File: src/rtl/axi_arb_pkg.sv
// ----------------------------------------------------------------------------
// axi_arb_pkg
// Shared types and constants for the 2:1 AXI4 round-robin arbiter.
//   w_state_e : write-path FSM states (IDLE -> ADDR -> DATA -> RESP)
//   r_state_e : read-path FSM states  (IDLE -> ADDR -> DATA)
//   OKAY/SLVERR : AXI response codes, INCR : AXI burst type
// ----------------------------------------------------------------------------
package axi_arb_pkg;

    typedef enum logic [1:0] {
        W_IDLE = 2'd0,
        W_ADDR = 2'd1,
        W_DATA = 2'd2,
        W_RESP = 2'd3
    } w_state_e;

    typedef enum logic [1:0] {
        R_IDLE = 2'd0,
        R_ADDR = 2'd1,
        R_DATA = 2'd2
    } r_state_e;

    localparam logic [1:0] OKAY   = 2'b00;
    localparam logic [1:0] SLVERR = 2'b10;
    localparam logic [1:0] INCR   = 2'b01;

endpackage

File: src/rtl/axi_rr_arbiter_2to1_rr_arb2.sv
// ----------------------------------------------------------------------------
// rr_arb2
// Two-requester round-robin picker with a registered last-grant pointer.
//   clock, reset : clock and synchronous active-high reset
//   req_i[1:0]   : request lines (bit K = master K)
//   adv_i        : a transaction has completed; record adv_idx_i as last grant
//   adv_idx_i    : index of the master whose transaction completed
//   any_o        : at least one request present
//   pick_o       : index to grant this cycle (combinational)
// The pointer resets to 1 so that master 0 wins the first contention.
// ----------------------------------------------------------------------------
module rr_arb2 (
    input  logic       clock,
    input  logic       reset,
    input  logic [1:0] req_i,
    input  logic       adv_i,
    input  logic       adv_idx_i,
    output logic       any_o,
    output logic       pick_o
);

    logic last_q;
    logic last_d;

    always_comb begin
        last_d = last_q;
        if (adv_i) begin
            last_d = adv_idx_i;
        end
    end

    always_ff @(posedge clock) begin
        if (reset) begin
            last_q <= 1'b1;
        end else begin
            last_q <= last_d;
        end
    end

    assign any_o  = |req_i;
    // Both requesting: take the one not served last; otherwise the sole requester.
    assign pick_o = (&req_i) ? ~last_q : req_i[1];

endmodule

File: src/rtl/axi_rr_arbiter_2to1.sv
// ----------------------------------------------------------------------------
// axi_rr_arbiter_2to1
// Shares one AXI4 slave port between two AXI4 masters s0 and s1. Write
// (AW/W/B) and read (AR/R) paths are arbitrated independently, round-robin,
// one outstanding transaction per path. IDs pass through unmodified; responses
// are routed on the latched grant.
// Ports:
//   clock, reset          : clock, synchronous active-high reset
//   s0_*/s1_*             : master-side AXI4 ports (AW, W, B, AR, R)
//   m_*                   : slave-side AXI4 port
//   err_wlast             : one-cycle pulse after a W beat whose wlast does not
//                           agree with the beat count implied by awlen
// ----------------------------------------------------------------------------
module axi_rr_arbiter_2to1
    import axi_arb_pkg::*;
#(
    parameter int DATA_WIDTH = 64,
    parameter int ADDR_WIDTH = 12,
    parameter int ID_WIDTH   = 4
) (
    input  logic                    clock,
    input  logic                    reset,
    // master 0
    input  logic                    s0_awvalid,
    input  logic [ID_WIDTH-1:0]     s0_awid,
    input  logic [ADDR_WIDTH-1:0]   s0_awaddr,
    input  logic [7:0]              s0_awlen,
    input  logic [2:0]              s0_awsize,
    input  logic [1:0]              s0_awburst,
    output logic                    s0_awready,
    input  logic                    s0_wvalid,
    input  logic [DATA_WIDTH-1:0]   s0_wdata,
    input  logic [DATA_WIDTH/8-1:0] s0_wstrb,
    input  logic                    s0_wlast,
    output logic                    s0_wready,
    output logic                    s0_bvalid,
    output logic [ID_WIDTH-1:0]     s0_bid,
    output logic [1:0]              s0_bresp,
    input  logic                    s0_bready,
    input  logic                    s0_arvalid,
    input  logic [ID_WIDTH-1:0]     s0_arid,
    input  logic [ADDR_WIDTH-1:0]   s0_araddr,
    input  logic [7:0]              s0_arlen,
    input  logic [2:0]              s0_arsize,
    input  logic [1:0]              s0_arburst,
    output logic                    s0_arready,
    output logic                    s0_rvalid,
    output logic [ID_WIDTH-1:0]     s0_rid,
    output logic [DATA_WIDTH-1:0]   s0_rdata,
    output logic [1:0]              s0_rresp,
    output logic                    s0_rlast,
    input  logic                    s0_rready,
    // master 1
    input  logic                    s1_awvalid,
    input  logic [ID_WIDTH-1:0]     s1_awid,
    input  logic [ADDR_WIDTH-1:0]   s1_awaddr,
    input  logic [7:0]              s1_awlen,
    input  logic [2:0]              s1_awsize,
    input  logic [1:0]              s1_awburst,
    output logic                    s1_awready,
    input  logic                    s1_wvalid,
    input  logic [DATA_WIDTH-1:0]   s1_wdata,
    input  logic [DATA_WIDTH/8-1:0] s1_wstrb,
    input  logic                    s1_wlast,
    output logic                    s1_wready,
    output logic                    s1_bvalid,
    output logic [ID_WIDTH-1:0]     s1_bid,
    output logic [1:0]              s1_bresp,
    input  logic                    s1_bready,
    input  logic                    s1_arvalid,
    input  logic [ID_WIDTH-1:0]     s1_arid,
    input  logic [ADDR_WIDTH-1:0]   s1_araddr,
    input  logic [7:0]              s1_arlen,
    input  logic [2:0]              s1_arsize,
    input  logic [1:0]              s1_arburst,
    output logic                    s1_arready,
    output logic                    s1_rvalid,
    output logic [ID_WIDTH-1:0]     s1_rid,
    output logic [DATA_WIDTH-1:0]   s1_rdata,
    output logic [1:0]              s1_rresp,
    output logic                    s1_rlast,
    input  logic                    s1_rready,
    // slave port
    output logic                    m_awvalid,
    output logic [ID_WIDTH-1:0]     m_awid,
    output logic [ADDR_WIDTH-1:0]   m_awaddr,
    output logic [7:0]              m_awlen,
    output logic [2:0]              m_awsize,
    output logic [1:0]              m_awburst,
    input  logic                    m_awready,
    output logic                    m_wvalid,
    output logic [DATA_WIDTH-1:0]   m_wdata,
    output logic [DATA_WIDTH/8-1:0] m_wstrb,
    output logic                    m_wlast,
    input  logic                    m_wready,
    input  logic                    m_bvalid,
    input  logic [ID_WIDTH-1:0]     m_bid,
    input  logic [1:0]              m_bresp,
    output logic                    m_bready,
    output logic                    m_arvalid,
    output logic [ID_WIDTH-1:0]     m_arid,
    output logic [ADDR_WIDTH-1:0]   m_araddr,
    output logic [7:0]              m_arlen,
    output logic [2:0]              m_arsize,
    output logic [1:0]              m_arburst,
    input  logic                    m_arready,
    input  logic                    m_rvalid,
    input  logic [ID_WIDTH-1:0]     m_rid,
    input  logic [DATA_WIDTH-1:0]   m_rdata,
    input  logic [1:0]              m_rresp,
    input  logic                    m_rlast,
    output logic                    m_rready,
    output logic                    err_wlast
);

    // ------------------------------------------------------------------
    // Write path state
    // ------------------------------------------------------------------
    w_state_e   w_state_q, w_state_d;
    logic       wgnt_q, wgnt_d;
    logic [7:0] wcnt_q, wcnt_d;
    logic       err_q, err_d;
    logic       w_adv, w_any, w_pick;
    logic       w_in_addr, w_in_data, w_in_resp;
    logic       sel_wvalid, sel_bready;
    logic       w_hs, b_hs;

    // ------------------------------------------------------------------
    // Read path state
    // ------------------------------------------------------------------
    r_state_e   r_state_q, r_state_d;
    logic       rgnt_q, rgnt_d;
    logic       r_adv, r_any, r_pick;
    logic       r_in_addr, r_in_data;
    logic       sel_rready;
    logic       r_hs;

    rr_arb2 u_warb (
        .clock     (clock),
        .reset     (reset),
        .req_i     ({s1_awvalid, s0_awvalid}),
        .adv_i     (w_adv),
        .adv_idx_i (wgnt_q),
        .any_o     (w_any),
        .pick_o    (w_pick)
    );

    rr_arb2 u_rarb (
        .clock     (clock),
        .reset     (reset),
        .req_i     ({s1_arvalid, s0_arvalid}),
        .adv_i     (r_adv),
        .adv_idx_i (rgnt_q),
        .any_o     (r_any),
        .pick_o    (r_pick)
    );

    // ------------------------------------------------------------------
    // Write channel muxing on the latched grant
    // ------------------------------------------------------------------
    assign w_in_addr = (w_state_q == W_ADDR);
    assign w_in_data = (w_state_q == W_DATA);
    assign w_in_resp = (w_state_q == W_RESP);

    // The granted master was seen asserting awvalid in W_IDLE and AXI keeps it
    // asserted until the handshake, so m_awvalid comes from state alone.
    assign m_awvalid  = w_in_addr;
    assign m_awid     = wgnt_q ? s1_awid    : s0_awid;
    assign m_awaddr   = wgnt_q ? s1_awaddr  : s0_awaddr;
    assign m_awlen    = wgnt_q ? s1_awlen   : s0_awlen;
    assign m_awsize   = wgnt_q ? s1_awsize  : s0_awsize;
    assign m_awburst  = wgnt_q ? s1_awburst : s0_awburst;
    assign s0_awready = w_in_addr & ~wgnt_q & m_awready;
    assign s1_awready = w_in_addr &  wgnt_q & m_awready;

    assign sel_wvalid = wgnt_q ? s1_wvalid : s0_wvalid;
    assign m_wvalid   = w_in_data & sel_wvalid;
    assign m_wdata    = wgnt_q ? s1_wdata : s0_wdata;
    assign m_wstrb    = wgnt_q ? s1_wstrb : s0_wstrb;
    assign m_wlast    = wgnt_q ? s1_wlast : s0_wlast;
    assign s0_wready  = w_in_data & ~wgnt_q & m_wready;
    assign s1_wready  = w_in_data &  wgnt_q & m_wready;
    assign w_hs       = m_wvalid & m_wready;

    assign sel_bready = wgnt_q ? s1_bready : s0_bready;
    assign m_bready   = w_in_resp & sel_bready;
    assign s0_bvalid  = w_in_resp & ~wgnt_q & m_bvalid;
    assign s1_bvalid  = w_in_resp &  wgnt_q & m_bvalid;
    assign s0_bid     = m_bid;
    assign s1_bid     = m_bid;
    assign s0_bresp   = m_bresp;
    assign s1_bresp   = m_bresp;
    assign b_hs       = w_in_resp & m_bvalid & sel_bready;

    assign err_wlast  = err_q;

    // ------------------------------------------------------------------
    // Write FSM
    // ------------------------------------------------------------------
    always_comb begin
        w_state_d = w_state_q;
        wgnt_d    = wgnt_q;
        wcnt_d    = wcnt_q;
        err_d     = 1'b0;
        w_adv     = 1'b0;
        case (w_state_q)
            W_IDLE: begin
                if (w_any) begin
                    wgnt_d    = w_pick;
                    w_state_d = W_ADDR;
                end
            end
            W_ADDR: begin
                if (m_awready) begin
                    wcnt_d    = m_awlen;
                    w_state_d = W_DATA;
                end
            end
            W_DATA: begin
                if (w_hs) begin
                    // Counter holds remaining beats after this one; it saturates
                    // at 0 when a master overruns its burst.
                    if (wcnt_q != 8'd0) begin
                        wcnt_d = wcnt_q - 8'd1;
                    end
                    err_d = m_wlast ? (wcnt_q != 8'd0) : (wcnt_q == 8'd0);
                    if (m_wlast) begin
                        w_state_d = W_RESP;
                    end
                end
            end
            W_RESP: begin
                if (b_hs) begin
                    w_adv     = 1'b1;
                    w_state_d = W_IDLE;
                end
            end
            default: w_state_d = W_IDLE;
        endcase
    end

    always_ff @(posedge clock) begin
        if (reset) begin
            w_state_q <= W_IDLE;
            wgnt_q    <= 1'b0;
            wcnt_q    <= 8'd0;
            err_q     <= 1'b0;
        end else begin
            w_state_q <= w_state_d;
            wgnt_q    <= wgnt_d;
            wcnt_q    <= wcnt_d;
            err_q     <= err_d;
        end
    end

    // ------------------------------------------------------------------
    // Read channel muxing on the latched grant
    // ------------------------------------------------------------------
    assign r_in_addr = (r_state_q == R_ADDR);
    assign r_in_data = (r_state_q == R_DATA);

    assign m_arvalid  = r_in_addr;
    assign m_arid     = rgnt_q ? s1_arid    : s0_arid;
    assign m_araddr   = rgnt_q ? s1_araddr  : s0_araddr;
    assign m_arlen    = rgnt_q ? s1_arlen   : s0_arlen;
    assign m_arsize   = rgnt_q ? s1_arsize  : s0_arsize;
    assign m_arburst  = rgnt_q ? s1_arburst : s0_arburst;
    assign s0_arready = r_in_addr & ~rgnt_q & m_arready;
    assign s1_arready = r_in_addr &  rgnt_q & m_arready;

    assign sel_rready = rgnt_q ? s1_rready : s0_rready;
    assign m_rready   = r_in_data & sel_rready;
    assign s0_rvalid  = r_in_data & ~rgnt_q & m_rvalid;
    assign s1_rvalid  = r_in_data &  rgnt_q & m_rvalid;
    assign s0_rid     = m_rid;
    assign s1_rid     = m_rid;
    assign s0_rdata   = m_rdata;
    assign s1_rdata   = m_rdata;
    assign s0_rresp   = m_rresp;
    assign s1_rresp   = m_rresp;
    assign s0_rlast   = m_rlast;
    assign s1_rlast   = m_rlast;
    assign r_hs       = r_in_data & m_rvalid & sel_rready;

    // ------------------------------------------------------------------
    // Read FSM
    // ------------------------------------------------------------------
    always_comb begin
        r_state_d = r_state_q;
        rgnt_d    = rgnt_q;
        r_adv     = 1'b0;
        case (r_state_q)
            R_IDLE: begin
                if (r_any) begin
                    rgnt_d    = r_pick;
                    r_state_d = R_ADDR;
                end
            end
            R_ADDR: begin
                if (m_arready) begin
                    r_state_d = R_DATA;
                end
            end
            R_DATA: begin
                if (r_hs && m_rlast) begin
                    r_adv     = 1'b1;
                    r_state_d = R_IDLE;
                end
            end
            default: r_state_d = R_IDLE;
        endcase
    end

    always_ff @(posedge clock) begin
        if (reset) begin
            r_state_q <= R_IDLE;
            rgnt_q    <= 1'b0;
        end else begin
            r_state_q <= r_state_d;
            rgnt_q    <= rgnt_d;
        end
    end

endmodule

File: config.mk
export PLATFORM = sky130hd
export DESIGN_NAME = axi_rr_arbiter_2to1
export DESIGN_NICKNAME = d
export VERILOG_FILES = /design/src/rtl/axi_arb_pkg.sv /design/src/rtl/axi_rr_arbiter_2to1_rr_arb2.sv /design/src/rtl/axi_rr_arbiter_2to1.sv
export SDC_FILE = /design/constraint.sdc
export NUM_CORES = 1
export LEC_CHECK = 0
export ABC_AREA = 1
export BUFFER_PORTS_ARGS = -buffer_cell sky130_fd_sc_hd__buf_2
export CORE_AREA = 4 4 252 254
export CTS_CLUSTER_DIAMETER = 150
export DETAILED_ROUTE_END_ITERATION = 10
export DIE_AREA = 0 0 256 258
export PLACE_DENSITY = 0.36
export RECOVER_POWER = 100
export SETUP_SLACK_MARGIN = 0.1
export SLEW_MARGIN = 20
export SYNTH_ARGS = -nofsm -noshare
export SYNTH_HDL_FRONTEND = slang
export SYNTH_SLANG_ARGS = --single-unit
File: constraint.sdc
create_clock -name clock -period 2.06 [get_ports clock]
set_clock_uncertainty 0.1 [all_clocks]
set_input_delay 0.412 -clock clock [delete_from_list [all_inputs] [get_ports clock]]
set_output_delay 0.412 -clock clock [all_outputs]
set_load 0.05 [all_outputs]
==> Word-level counts from Yosys, hierarchy flattened <==
Cells that the tools add are included.
{ "totals": {"out_inout_bits": 301, "word_cells": 110, "in_bits": 356, "register_bits": 17} }
{ "op_classes": {"add_sub_neg": 1, "bitwise": 34, "eq_ne": 14, "n_reduce_logical": 16, "muxes": 37} }
{ "ops": {"columns": ["cell", "n"], "rows": [
  ["$mux 64", 1],
  ["$mux 8", 6],
  ["$and 1x1->1", 28],
  ["$mux 12", 2],
  ["$mux 2", 10],
  ["$pmux 8 s2", 1],
  ["$mux 1", 11],
  ["$ne 2x1->1 const B", 5],
  ["$logic_not 8->1", 1],
  ["$mux 4", 2],
  ["$ne 2x2->1 const B", 4],
  ["$pmux 2 s4", 1],
  ["$reduce_and 2->1", 4],
  ["$reduce_bool 8->1", 1],
  ["$sub 8x1->8 const B", 1],
  ["$eq 2x2->1 const B", 3],
  ["$mux 3", 2],
  ["$not 1->1", 6],
  ["$pmux 2 s3", 1],
  ["$reduce_and 5->1", 1],
  ["$eq 2x1->1 const B", 2],
  ["$logic_not 2->1", 2],
  ["$reduce_and 4->1", 1],
  ["$reduce_or 2->1", 2],
  ["4 further kinds", 4]
]} }

==> Longest topological paths before layout <==
{ "logic_depth": {"ltp_word": 6, "depth_mapped": 10, "mapped_depth_nobuf": 10} }

==> By module <==
From an unflattened synthesis, not the netlist that was laid out.
{ "unflattened": {"cells_unflattened": 783, "hier_area_um2": 4048.9} }
{ "by_module_without_submodules": {"columns": ["module", "area_each_um2", "cells_each", "instances", "seq_area_each_um2"], "rows": [
  ["axi_rr_arbiter_2to1", 3941.3, 767, 1, 300.3],
  ["rr_arb2", 53.8, 8, 2, 20.0]
]} }

==> Least setup slack after synthesis <==
No wires, ideal clock.
{ "synth_path": {"path_kind": "register -> output", "startpoint": "register w_state_q[1]", "endpoint": "output s0_awready", "slack_ns": -0.584, "stages_incl_launch_ff": 5, "n_path_buf": 0, "t_required_ns": 1.548, "arrival_time_ns": 2.132, "cell_sequence": "dfxtp_1 > inv_1 > ha_1 > inv_1 > nor3_1"} }
{ "synth_via": {"elab_chain_len": 3} }
{ "synth_rtl": {"columns": ["item", "line", "source"], "rows": [
  ["from (decl)", "axi_rr_arbiter_2to1.sv:119", "w_state_e w_state_q, w_state_d;"],
  ["from (signal assigned)", "axi_rr_arbiter_2to1.sv:249", "w_state_q <= w_state_d;"],
  ["$eq 2x1->1", "axi_rr_arbiter_2to1.sv:161", "assign w_in_addr = (w_state_q == W_ADDR);"],
  ["named net m_awvalid", "axi_rr_arbiter_2to1.sv:84", "output logic m_awvalid,"],
  ["$and 1x1->1 (2 in series)", "axi_rr_arbiter_2to1.sv:173", "assign s0_awready = w_in_addr & ~wgnt_q & m_awready;"],
  ["to (decl)", "axi_rr_arbiter_2to1.sv:30", "output logic s0_awready,"]
]} }
The timed path passes the listed nets, and every way through them passes these cells.

==> Worst setup path after layout <==
{ "layout_path": {"startpoint": "register wgnt_q", "endpoint": "output m_wdata[8]"} }
{ "layout_via": {"elab_chain_len": 1} }
{ "layout_rtl": {"columns": ["item", "line", "source"], "rows": [
  ["from (decl)", "axi_rr_arbiter_2to1.sv:120", "logic wgnt_q, wgnt_d;"],
  ["from (signal assigned)", "axi_rr_arbiter_2to1.sv:250", "wgnt_q <= wgnt_d;"],
  ["$mux 64", "axi_rr_arbiter_2to1.sv:178", "assign m_wdata = wgnt_q ? s1_wdata : s0_wdata;"],
  ["to (decl)", "axi_rr_arbiter_2to1.sv:92", "output logic [DATA_WIDTH-1:0] m_wdata,"]
]} }
Every way passes these cells.

==> impl_metrics.tcl <==
set metrics [dict create \
    outcome "completed" \
    drive_gt1_share_pct 47.56 \
    drc_errors 0 \
    clock-sinks 17 \
    slew_headroom_pct 53.50 \
    crit_required_ns 1.55 \
    end_kind "primary output" \
    finalSetupViolations 0 \
    critPathArrivalTime_ns 1.48 \
    yosys-top-cells-count "441 x nand2_1, 155 x buf_4, 36 x nor2_1, 24 x inv_1, 17 x dfxtp_1" \
    grt_max_degree 72 \
    grt_pass1_wl_mm 38.99 \
    hold_viol_final 0 \
    cts_tree "done" \
    fin_cells 1837 \
    grt_remaining_overflow 0 \
    place_ws_ns 0.1666 \
    antenna_found_initial 19 \
    cts.htree.levels 1 \
    wl_per_cell_um 15.73 \
    drtAntennaViolNets 0 \
    drv_cap 0 \
    hp-class "primary input to flip-flop" \
    root_buffer "clkbuf_16" \
    start_kind "flip-flop" \
    worst_pin_slew_ns 0.7005 \
    die_x_um 256 \
    via_per_inst 3.069 \
    power_mw 5.733 \
    wirelength_mm 28.89 \
    hpwl_mm 24.63 \
    portBuffers 428 \
    synth_top_area_share_pct 41.32 \
    rows 91 \
    grt_usage_pct 7.975 \
    drv_slew 0 \
    vias 5638 \
    die-area_mm2 0.06605 \
    min_period_ns 1.994 \
    rrSetupSlack_ns 0.25 \
    criticalPathCategory "flip-flop to primary output" \
    setup_ws_ns 0.06619 \
    syn_to_final_growth_pct 64.08 \
    core-area_mm2 0.06126 \
    async_reset_ff_share_pct 0 \
    syn-num-nets 1138 \
    vdd_ir_drop_max_v 0.0002850 \
    initialDrtViolationCount 221 \
    routabilityCongestion 0.8555 \
    powerDensity_mw_per_mm2 872.1 \
    cts-buffers-inserted 3 \
    syn_area_per_cell_um2 5.156 \
    grt_pass1_vias 5681 \
    clockBufferDepth 2 \
    worstPathMaxFanout 18 \
    nets 1405 \
    ios 657 \
    seq_area_frac_synth_pct 8.495 \
    initial_core_util_pct 6.540 \
    synth_largest_area_cell "nand2_1" \
    drtPass1Iterations 4 \
    path_clk_slew_ns 0.07 \
    p_leak_nw 3.674 \
    yosys_warnings 0 \
    yosysMostFrequentCell "nand2_1" \
    die_h_um 258 \
    fmax_mhz 501.6 \
    synthFlopType "dfxtp_1" \
    yosys_register_bits 17 \
    yosysUniqueCellTypes 31 \
    syn_area_mm2 0.004006 \
    tns_ns 0 \
    period_share_pct 96.79 \
    clock_latency_ns 0.26 \
    synth_area_leaders "nand2_1 41%, buf_4 29%, dfxtp_1 8.5%, nor2_1 3.4%, inv_1 2.2%" \
    synthCells 777 \
    dpl.cell_count 1819 \
    rsz0062_at_grt "true" \
    synth_edf_count 0 \
    fin_util_pct 10.73 \
]
-- cells by family (layout without fill, tap and decap cells) --
kind of cell	after synthesis	in the layout	synth area share, %
and+or+nand+nor	510	510	50.37
buffers and inverters	214	480	35.07
AOI/OAI and AO/OA	30	30	4.279
DFF	17	17	8.495
adders and majority gates	5	5	1.562
xor gates and xnor gates	1	1	0.2187
other	0	4	0
-- area by class of cell --
type	count	area, µm²
fillers	7361	54680
well taps	790	988.4
flip-flops and latches	17	344.1
clock buffers	3	75.07
clock inverters	1	7.507
multi-input cells	546	2370
diodes	4	10.01
repair buffers	449	2659
inverters	27	120.1
-- worst paths after layout --
check	startpoint	endpoint	cells after the start
hold / removal	s1_bready	u_warb.last_q	3
setup / recovery	wgnt_q	m_wdata[8]	5
hold reg to reg	u_warb.last_q	u_warb.last_q	2
setup reg to reg	w_state_q[0]	wcnt_q[5]	8
-- power by group --
group / leakage [nW] / internal [mW] / total (mW) / switching, mW
Sequential: 0.140 / 0.427 / 0.534 / 0.107
Combinational: 3.50 / 1.40 / 4.76 / 3.36
Clock: 0.0371 / 0.264 / 0.437 / 0.173
-- critical path, stage by stage (launching register included) --
cell	delay (ns)
dfxtp_4	0.43
buf_4	0.21
clkbuf_16	0.21
nand2_1	0.08
nand2_1	0.06
clkbuf_4	0.22
-- layer usage --
metal | GRT usage, % | part of all wire [%] | vias to the layer above
met2 | 14.31 | 50 | 381
met5 | 0 | 0.045 | -
met3 | 2.716 | 9.8 | 101
li1 | - | - | 2714
met1 | 8.257 | 36 | 2440
met4 | 4.160 | 4.5 | 2
-- sequential cells by signal, indices dropped and copies added (netlist names) --
name	flops
err_wlast	1
r_state_q	2
rgnt_q	1
u_rarb.last_q	1
u_warb.last_q	1
w_state_q	2
wcnt_q	8
wgnt_q	1
-- stage by stage --
step           cell area (µm²)  hold WS (ns)
6_report                  6574        0.2905
5_1_grt                   6571        0.3299
4_1_cts                   6588        0.2885
3_5_place_dp              6093        0.3620
3_3_place_gp              6093        0.3627
2_1_floorplan             4068        0.3366
-- timing repair --
action	in CTS	in global routing
setup endpoints to repair	109	91
gates cloned	1	3
resized for setup	136	26
setup buffers	1	5
pin swaps	1	0
hold buffers	0	0
hold endpoints to repair	0	0
-- cell usage in the layout (no fill, tap or decap), types with 5 or more instances in the layout --
cell and count:
nor2_1 29, a21oi_1 8, buf_2 305, buf_4 34
nand3_1 8, clkbuf_4 32, nor2_4 5, inv_1 22
nand2_1 436, buf_6 5, dfxtp_1 16, nand2_2 14
nor2_2 7, buf_12 6, clkbuf_16 5, clkbuf_2 57
o21ai_0 12
No activity file was read; power rests on OpenSTA's default activity.
